==> config.mk <==
export PLATFORM = sky130hd
export DESIGN_NAME = cbc_block_feeder
export DESIGN_NICKNAME = d
export VERILOG_FILES = /design/src/rtl/cbc_block_feeder.sv
export SDC_FILE = /design/constraint.sdc
export NUM_CORES = 1
export LEC_CHECK = 0
export CORE_AREA = 4 4 413 415
export DETAILED_ROUTE_END_ITERATION = 10
export DIE_AREA = 0 0 417 419
export HOLD_SLACK_MARGIN = 0.15
export PLACE_DENSITY = 0.34
export SLEW_MARGIN = 0
export SYNTH_ARGS = -nofsm -noshare
export SYNTH_HDL_FRONTEND = slang
export SYNTH_SLANG_ARGS = --single-unit
==> constraint.sdc <==
create_clock -name clk -period 2.4 [get_ports clk]
set_input_delay 0.24 -clock clk [delete_from_list [all_inputs] [get_ports clk]]
set_output_delay 0.24 -clock clk [all_outputs]
set_load 0.005 [all_outputs]
==> src/rtl/cbc_block_feeder.sv <==
// -----------------------------------------------------------------------------
// cbc_block_feeder
//
// Packs an AXI-Stream-like pixel byte stream into BLOCK_SIZE-bit plaintext
// blocks and hands them, together with the CBC chaining value, to an external
// block encryptor. Each returned ciphertext becomes the chaining value (IV) of
// the next block; the chain persists across frames unless reloaded via
// iv_load while idle. A short final block (pix_tlast before the block is full)
// is zero-padded.
//
// Ports
//   clk          : single clock, rising edge
//   reset        : synchronous, active-high
//   iv_load      : load iv_in into the chain register (honoured in IDLE only)
//   iv_in        : initial vector for a new frame
//   pix_tvalid   : pixel byte valid
//   pix_tdata    : pixel byte
//   pix_tlast    : last byte of frame
//   pix_tready   : byte accepted when pix_tvalid && pix_tready (state only)
//   encr_tvalid  : one-cycle pulse, plaintext/iv valid for the encryptor
//   plaintext    : packed block, first byte in the MSBs
//   iv           : chaining value for the current block
//   encr_valid   : encryptor done pulse
//   ciphertext   : encryptor result, sampled on encr_valid in WAIT
//   block_count  : blocks completed since reset (wrapping)
//   frame_done   : one-cycle pulse when the last block of a frame completes
// -----------------------------------------------------------------------------
module cbc_block_feeder #(
  parameter int BLOCK_SIZE = 256,
  parameter int CNT_W      = 16
) (
  input  logic                  clk,
  input  logic                  reset,
  input  logic                  iv_load,
  input  logic [BLOCK_SIZE-1:0] iv_in,
  input  logic                  pix_tvalid,
  input  logic [7:0]            pix_tdata,
  input  logic                  pix_tlast,
  output logic                  pix_tready,
  output logic                  encr_tvalid,
  output logic [BLOCK_SIZE-1:0] plaintext,
  output logic [BLOCK_SIZE-1:0] iv,
  input  logic                  encr_valid,
  input  logic [BLOCK_SIZE-1:0] ciphertext,
  output logic [CNT_W-1:0]      block_count,
  output logic                  frame_done
);

  localparam int N     = BLOCK_SIZE / 8;
  localparam int IDX_W = (N > 1) ? $clog2(N) : 1;

  typedef enum logic [1:0] {
    IDLE  = 2'd0,
    FILL  = 2'd1,
    ISSUE = 2'd2,
    WAIT  = 2'd3
  } state_t;

  state_t                state_r;
  state_t                state_s;
  logic [IDX_W-1:0]      idx_r;
  logic [BLOCK_SIZE-1:0] chain_r;
  logic [BLOCK_SIZE-1:0] plaintext_r;
  logic                  last_blk_r;
  logic                  frame_done_r;
  logic [CNT_W-1:0]      count_r;

  logic                  ready_s;
  logic                  accept_s;
  logic                  blk_end_s;
  logic                  done_s;

  // Readiness depends on state only, so there is no path from pix_tvalid.
  assign ready_s   = (state_r == IDLE) || (state_r == FILL);
  assign accept_s  = pix_tvalid && ready_s;
  // A block closes on its last byte slot or on any byte flagged as frame end.
  assign blk_end_s = accept_s && ((idx_r == IDX_W'(N - 1)) || pix_tlast);
  // encr_valid only counts while a block is outstanding.
  assign done_s    = (state_r == WAIT) && encr_valid;

  // State register.
  always_ff @(posedge clk) begin
    if (reset) begin
      state_r <= IDLE;
    end else begin
      state_r <= state_s;
    end
  end

  // Next-state decode.
  always_comb begin
    state_s = state_r;
    case (state_r)
      IDLE: begin
        // A one-byte frame goes straight to ISSUE to keep the T+1 latency.
        if (accept_s) begin
          state_s = blk_end_s ? ISSUE : FILL;
        end else begin
          state_s = IDLE;
        end
      end
      FILL: begin
        if (blk_end_s) begin
          state_s = ISSUE;
        end else begin
          state_s = FILL;
        end
      end
      ISSUE: begin
        state_s = WAIT;
      end
      WAIT: begin
        if (encr_valid) begin
          state_s = last_blk_r ? IDLE : FILL;
        end else begin
          state_s = WAIT;
        end
      end
      default: begin
        state_s = IDLE;
      end
    endcase
  end

  // Byte packing: index, plaintext assembly and frame-last flag.
  always_ff @(posedge clk) begin
    if (reset) begin
      idx_r       <= '0;
      plaintext_r <= '0;
      last_blk_r  <= 1'b0;
    end else if (accept_s) begin
      // Clearing on the first byte zero-pads any short final block; the byte
      // write below overrides the cleared MSB lane.
      if (idx_r == '0) begin
        plaintext_r <= '0;
      end
      for (int k = 0; k < N; k++) begin
        if (idx_r == IDX_W'(k)) begin
          plaintext_r[BLOCK_SIZE-1-8*k -: 8] <= pix_tdata;
        end
      end
      if (blk_end_s) begin
        idx_r      <= '0;
        last_blk_r <= pix_tlast;
      end else begin
        idx_r <= idx_r + IDX_W'(1);
      end
    end
  end

  // CBC chain register: IV load while idle, ciphertext feedback on completion.
  always_ff @(posedge clk) begin
    if (reset) begin
      chain_r <= '0;
    end else if ((state_r == IDLE) && iv_load) begin
      chain_r <= iv_in;
    end else if (done_s) begin
      chain_r <= ciphertext;
    end
  end

  // Completion bookkeeping: wrapping block counter and frame-done pulse.
  always_ff @(posedge clk) begin
    if (reset) begin
      count_r      <= '0;
      frame_done_r <= 1'b0;
    end else begin
      frame_done_r <= done_s && last_blk_r;
      if (done_s) begin
        count_r <= count_r + CNT_W'(1);
      end
    end
  end

  assign pix_tready  = ready_s;
  assign encr_tvalid = (state_r == ISSUE);
  assign plaintext   = plaintext_r;
  assign iv          = chain_r;
  assign block_count = count_r;
  assign frame_done  = frame_done_r;

endmodule

==> impl_metrics.csv, run 1 <==
group,metric,value,unit
synth,synth_ff_type,"dfxtp_1",
worst_setup_path,r2r_slack,160,ps
min_path,min_path_type,"in2reg",
clock_tree,cts_buffers,75,
global_route,grt_pass1_vias,25109,
floorplanning,io_pins,1057,
clock_tree,cts-root-buf,"clkbuf_16",
synth,yosysWarnings,0,
floorplanning,die_w,417,um
synth,synth_fp_nets,3180,
route,ant_nets,0,
layout,seq_area,0.0108,sq mm
synth,avgSynthCellArea,8.05,sq um
route,routedWlPerCell,27.4,um
floorplanning,initial_utilization,0.128,
pwr,power_per_cell_area,627,mW/mm^2
timing,fin_crit_sh,0.933,
synth,synthCells,2647,
worst_setup_path,crit_required,2990,ps
timing,slew_headroom,0.317,
worst_setup_path,cp-start-kind,"flip-flop",
route,via_per_inst,4.13,
timing,setup_viol,0,
synth,synthMostInstantiatedCell,"nand2_1",
layout,syn_to_final_growth,90.4,%
synth,ys_ff_latch,537,
timing,final_hold_viol_count,0,
place,dpl.hpwl,135,mm
worst_setup_path,r2r_start,"idx_r[0]",
route,drcViolationCount,0,
pwr,leakage,0.0139,uW
clock_tree,clkLatencyLatePin,660,ps
worst_setup_path,cp_data_arrival_time,2830,ps
worst_setup_path,crit_start,"idx_r[0]",
timing,slew_violations,0,
pwr,total_power,25400,uW
worst_setup_path,cp-endpoint,"plaintext[106]",
synth,yosys.area.top_type,"dfxtp_1",
global_route,grt_pass1_wl,224,mm
timing,worst_pin_slew,1030,ps
worst_setup_path,r2r_cells,7,
timing,fin_skew,36.2,ps
synth,synth_top_area_share,0.505,
clock_tree,cts.sinks,537,
pwr,ir_drop,0.475,mV
synth,synth.distinct_cells,42,
global_route,overflow,0,
synth,ys_seq_area_frac,0.505,
floorplanning,die_h,419,um
global_route,gr-usage-all-layers,0.185,
clock_tree,clock_path_buffers,3,
synth,syn_area,0.0213,sq mm
clock_tree,path_clk_slew,60,ps
timing,fmax,0.447,GHz
synth,synth_commonest_cells,"695 x nand2_1, 537 x dfxtp_1, 417 x nor2_1",
synth,synth_edf_count,0,
worst_setup_path,endpoint_kind,"flip-flop",
layout,multi_input_area,0.00958,sq mm
clock_tree,cts_tree,"yes",
route,drtIter0Drc,1971,
timing,rsz0062_at_grt,"no",
layout,nets,4509,
route,drt-total-wl,171,mm
layout,fillCellCount,18268,
place,place_congestion,0.883,
layout,post-route-util,0.243,
place,port_buffers,1056,
floorplanning,rows,150,
timing,tns,0,ps
worst_setup_path,critPathKind,"reg2reg",
synth,synthArstFlopShare,0,
layout,drive_above_1_share,0.0628,
flow_run,drv_cap,0,
global_route,grt_max_degree,102,
global_route,antenna_found_initial,61,
floorplanning,core,0.167,sq mm
worst_setup_path,r2r-end,"plaintext[106]",
timing,fin_crit,2240,ps
route,firstDrtPassIters,7,
synth,yosys-top-cells-area,"dfxtp_1 50%, nand2_1 12%, a311oi_1 11%",
floorplanning,dieArea,0.175,sq mm
outcome,status,"finished clean",
clock_tree,cts_max_level,3,
route,vias,25776,
worst_setup_path,cp_max_fo,12,
==> final cells by class <==
class                   instances  area share
clock inverters                16     0.00614
flip-flops and latches        537       0.265
repair buffers               1482       0.370
well taps                    2204      0.0680
inverters                       7    0.000648
diodes                         18     0.00111
clock buffers                 111      0.0528
multi-input cells            1873       0.236
==> timing repair <==
action                     4_1_cts  5_1_grt
setup buffers                    0        0
hold buffers                   301        0
hold endpoints to repair       247        0
pin swaps                        0        1
setup endpoints to repair        1       44
gates resized for setup          1        5
==> routing by layer <==
layer / routed length (um) / GRT usage / part of all wire / vias up
met1: 64700 / 0.211 / 0.38 / 12629
met4: 5080 / 0.0555 / 0.030 / 2
met3: 14300 / 0.0581 / 0.084 / 224
met2: 87200 / 0.330 / 0.51 / 1031
met5: 13 / 0 / 0.000076 / -
li1: - / - / - / 11890
==> flip-flops by register name, indices dropped and copies added, names as in the netlist <==
signal       cells
plaintext      256
frame_done       1
last_blk_r       1
iv             256
idx_r            5
state_r          2
block_count     16
==> per-stage QoR <==
step | instances | setup WS, ps | area (sq um) | hold slack, ps
floorplan | 2647 | 527 | 21300 | 399
global placement | 5802 | 129 | 35100 | 440
detailed placement | 5802 | 88.1 | 35100 | 445
CTS | 6230 | 1.03 | 40500 | 151
global route | 6246 | 0.643 | 40600 | 174
finish | 6248 | 162 | 40600 | 200
==> worst min path at each step <==
stage	from	endpoint	cells after the start
after CTS	iv_in[12]	iv[12]	3
after global placement	plaintext[190]	plaintext[190]	2
final	iv_in[11]	iv[11]	3
after global routing	iv_in[100]	iv[100]	3
after detailed placement	plaintext[0]	plaintext[0]	2
after floorplan	ciphertext[0]	iv[0]	2
==> layout by cell type (no fill, tap or decap), types with 7 or more instances in the layout <==
cell type / instances
clkbuf_1: 23
nand3_1: 141
ha_1: 7
dfxtp_1: 535
dlygate4sd3_1: 301
clkbuf_8: 13
a311oi_1: 256
xnor2_1: 7
nor2_1: 417
inv_1: 7
buf_4: 85
a21oi_1: 151
clkdlybuf4s50_1: 1055
clkbuf_16: 75
buf_12: 39
nand2_1: 693
nor3_1: 7
a22oi_1: 120
diode_2: 18
==> kinds of logic after synthesis <==
family                     Yosys count  synth area share
AOI/OAI and AO/OA                  541             0.188
xor gates and xnor gates            13           0.00534
adders and majority gates            7           0.00411
buffers and inverters              237            0.0480
DFF                                537             0.505
muxes                                1          0.000529
and+or+nand+nor                   1311             0.249
==> worst max-delay path: stages (launching register included) <==
cell	delay, ps
dfxtp_1	380
inv_1	100
ha_1	210
nor2b_1	150
buf_4	200
a22oi_1	830
a22oi_1	150
nor2_1	140
==> power breakdown <==
group | switching (uW) | leakage, uW | internal [uW]
Sequential | 278 | 0.00438 | 9360
Combinational | 2280 | 0.00832 | 2370
Clock | 4710 | 0.00116 | 6430
Total | 7280 | 0.0139 | 18200
Power figures use the tool's default switching activity.
==> run 2, diff against run 1 <==
SKIP_CTS_REPAIR_TIMING = 1   (was not set)
==> impl_metrics.csv, run 2 (same netlist as run 1, synthesis figures left out) <==
group,metric,value,unit
place,place_congestion,0.883,
worst_setup_path,cp_data_arrival_time,2830,ps
layout,drive_above_1_share,0.0654,
worst_setup_path,cpMostUsedCell,"a22oi_1",
route,routedWlPerCell,28.1,um
timing,tns,0,ps
pwr,power_per_cell_area,648,mW/mm^2
clock_tree,clock_path_buffers,3,
route,ant_nets,0,
clock_tree,cts-root-buf,"clkbuf_16",
timing,worst_slack,162,ps
timing,slew_headroom,0.312,
timing,slew_violations,0,
timing,whs,150,ps
timing,fin_crit,2240,ps
floorplanning,core,0.167,sq mm
layout,syn_to_final_growth,82.1,%
clock_tree,cts.sinks,537,
floorplanning,die_w,417,um
layout,final_common_cell,"clkdlybuf4s50_1",
floorplanning,die_h,419,um
timing,fin_skew,34.2,ps
worst_setup_path,r2r_start,"idx_r[0]",
floorplanning,io_pins,1057,
global_route,overflow,0,
place,pre_cts_ws,88.1,ps
floorplanning,dieArea,0.175,sq mm
worst_setup_path,critPathKind,"reg2reg",
min_path,min_path_type,"in2reg",
timing,fmax,0.447,GHz
clock_tree,cts_tree,"yes",
worst_setup_path,cpPeakStageDelay,830,ps
worst_setup_path,slowest_stage,"a22oi_1",
clock_tree,cts_buffers,75,
worst_setup_path,cp_max_fo,12,
place,port_buffers,1056,
timing,setup_viol,0,
route,drcViolationCount,0,
worst_setup_path,cp-start-kind,"flip-flop",
timing,worst_pin_slew,1030,ps
clock_tree,clkLatencyLatePin,660,ps
route,drt-total-wl,170,mm
worst_setup_path,endpoint_kind,"flip-flop",
layout,most-common-layout-cells,"1,054 x clkdlybuf4s50_1, 693 x nand2_1, 536 x dfxtp_1, 417 x nor2_1, 256 x a311oi_1",
floorplanning,rows,150,
worst_setup_path,r2r_slack,160,ps
pwr,leakage,0.0131,uW
route,via_per_inst,4.11,
layout,nets,4334,
route,drtIter0Drc,2175,
flow_run,drv_cap,0,
worst_setup_path,cp-endpoint,"plaintext[110]",
timing,fin_crit_sh,0.932,
outcome,status,"finished clean",
timing,final_hold_viol_count,0,
route,vias,24963,
place,dpl.hpwl,135,mm
global_route,antenna_found_initial,60,
timing,rsz0062_at_grt,"no",
global_route,grt_pass1_wl,220,mm
clock_tree,path_clk_slew,60,ps
worst_setup_path,r2r_cells,7,
worst_setup_path,r2r-end,"plaintext[110]",
worst_setup_path,worstPathCellList,"inv_1 > ha_1 > nor2b_1 > buf_4 > a22oi_1 > a22oi_1 > nor2_1",
global_route,grt_max_degree,102,
pwr,ir_drop,0.474,mV
clock_tree,cts_max_level,3,
worst_setup_path,crit_required,2990,ps
floorplanning,initial_utilization,0.128,
global_route,grt_pass1_vias,23497,
worst_setup_path,crit_start,"idx_r[0]",
route,firstDrtPassIters,6,
global_route,gr-usage-all-layers,0.184,
-- run 2: how the worst min path moves through the flow --
stage	from	end	slack [ps]	cells past startpoint
5_1_grt	iv_in[252]	iv[252]	140	3
3_5_place_dp	plaintext[0]	plaintext[0]	450	2
4_1_cts	reset	block_count[2]	-70	2
6_report	ciphertext[82]	iv[82]	150	3
3_3_place_gp	plaintext[190]	plaintext[190]	440	2
2_1_floorplan	ciphertext[0]	iv[0]	400	2
-- run 2: power breakdown --
group	switching [uW]	internal, uW
registers	278	9360
logic	2210	2150
clock network	4700	6430
-- run 2: stage by stage --
stage / total power, uW / cells / utilization / instance area, sq um
3_3_place_gp: 14000 / 5802 / 0.211 / 35100
3_5_place_dp: 14000 / 5802 / 0.211 / 35100
5_1_grt: 26100 / 6064 / 0.233 / 38800
6_report: 25100 / 6067 / 0.233 / 38800
4_1_cts: 25400 / 5929 / 0.225 / 37500
2_1_floorplan: 10900 / 2647 / - / 21300
-- run 2: worst max-delay path, delay by kind of cell, from the launching register on --
family | cells | cell delay, ps
compound gates | 2 | 990
flops | 1 | 380
buf+inv | 2 | 300
simple gates | 2 | 280
fa+ha+maj | 1 | 210
-- run 2: final cells by class --
cell class,count,area (sq um)
tap,2204,2760
fill,18349,128000
multi-input combinational,1873,9580
clock buffer,111,2140
sequential,537,10800
inverter,7,26.3
timing repair buffer,1307,13300
antenna,12,30.0
clock inverter,16,249
-- run 2: routing by layer --
layer	up-vias	GRT usage	wire length, um
li1	11540	-	-
met1	12167	0.210	65100
met2	1018	0.328	87100
met3	232	0.0573	13300
met4	6	0.0521	4690
met5	-	0	41
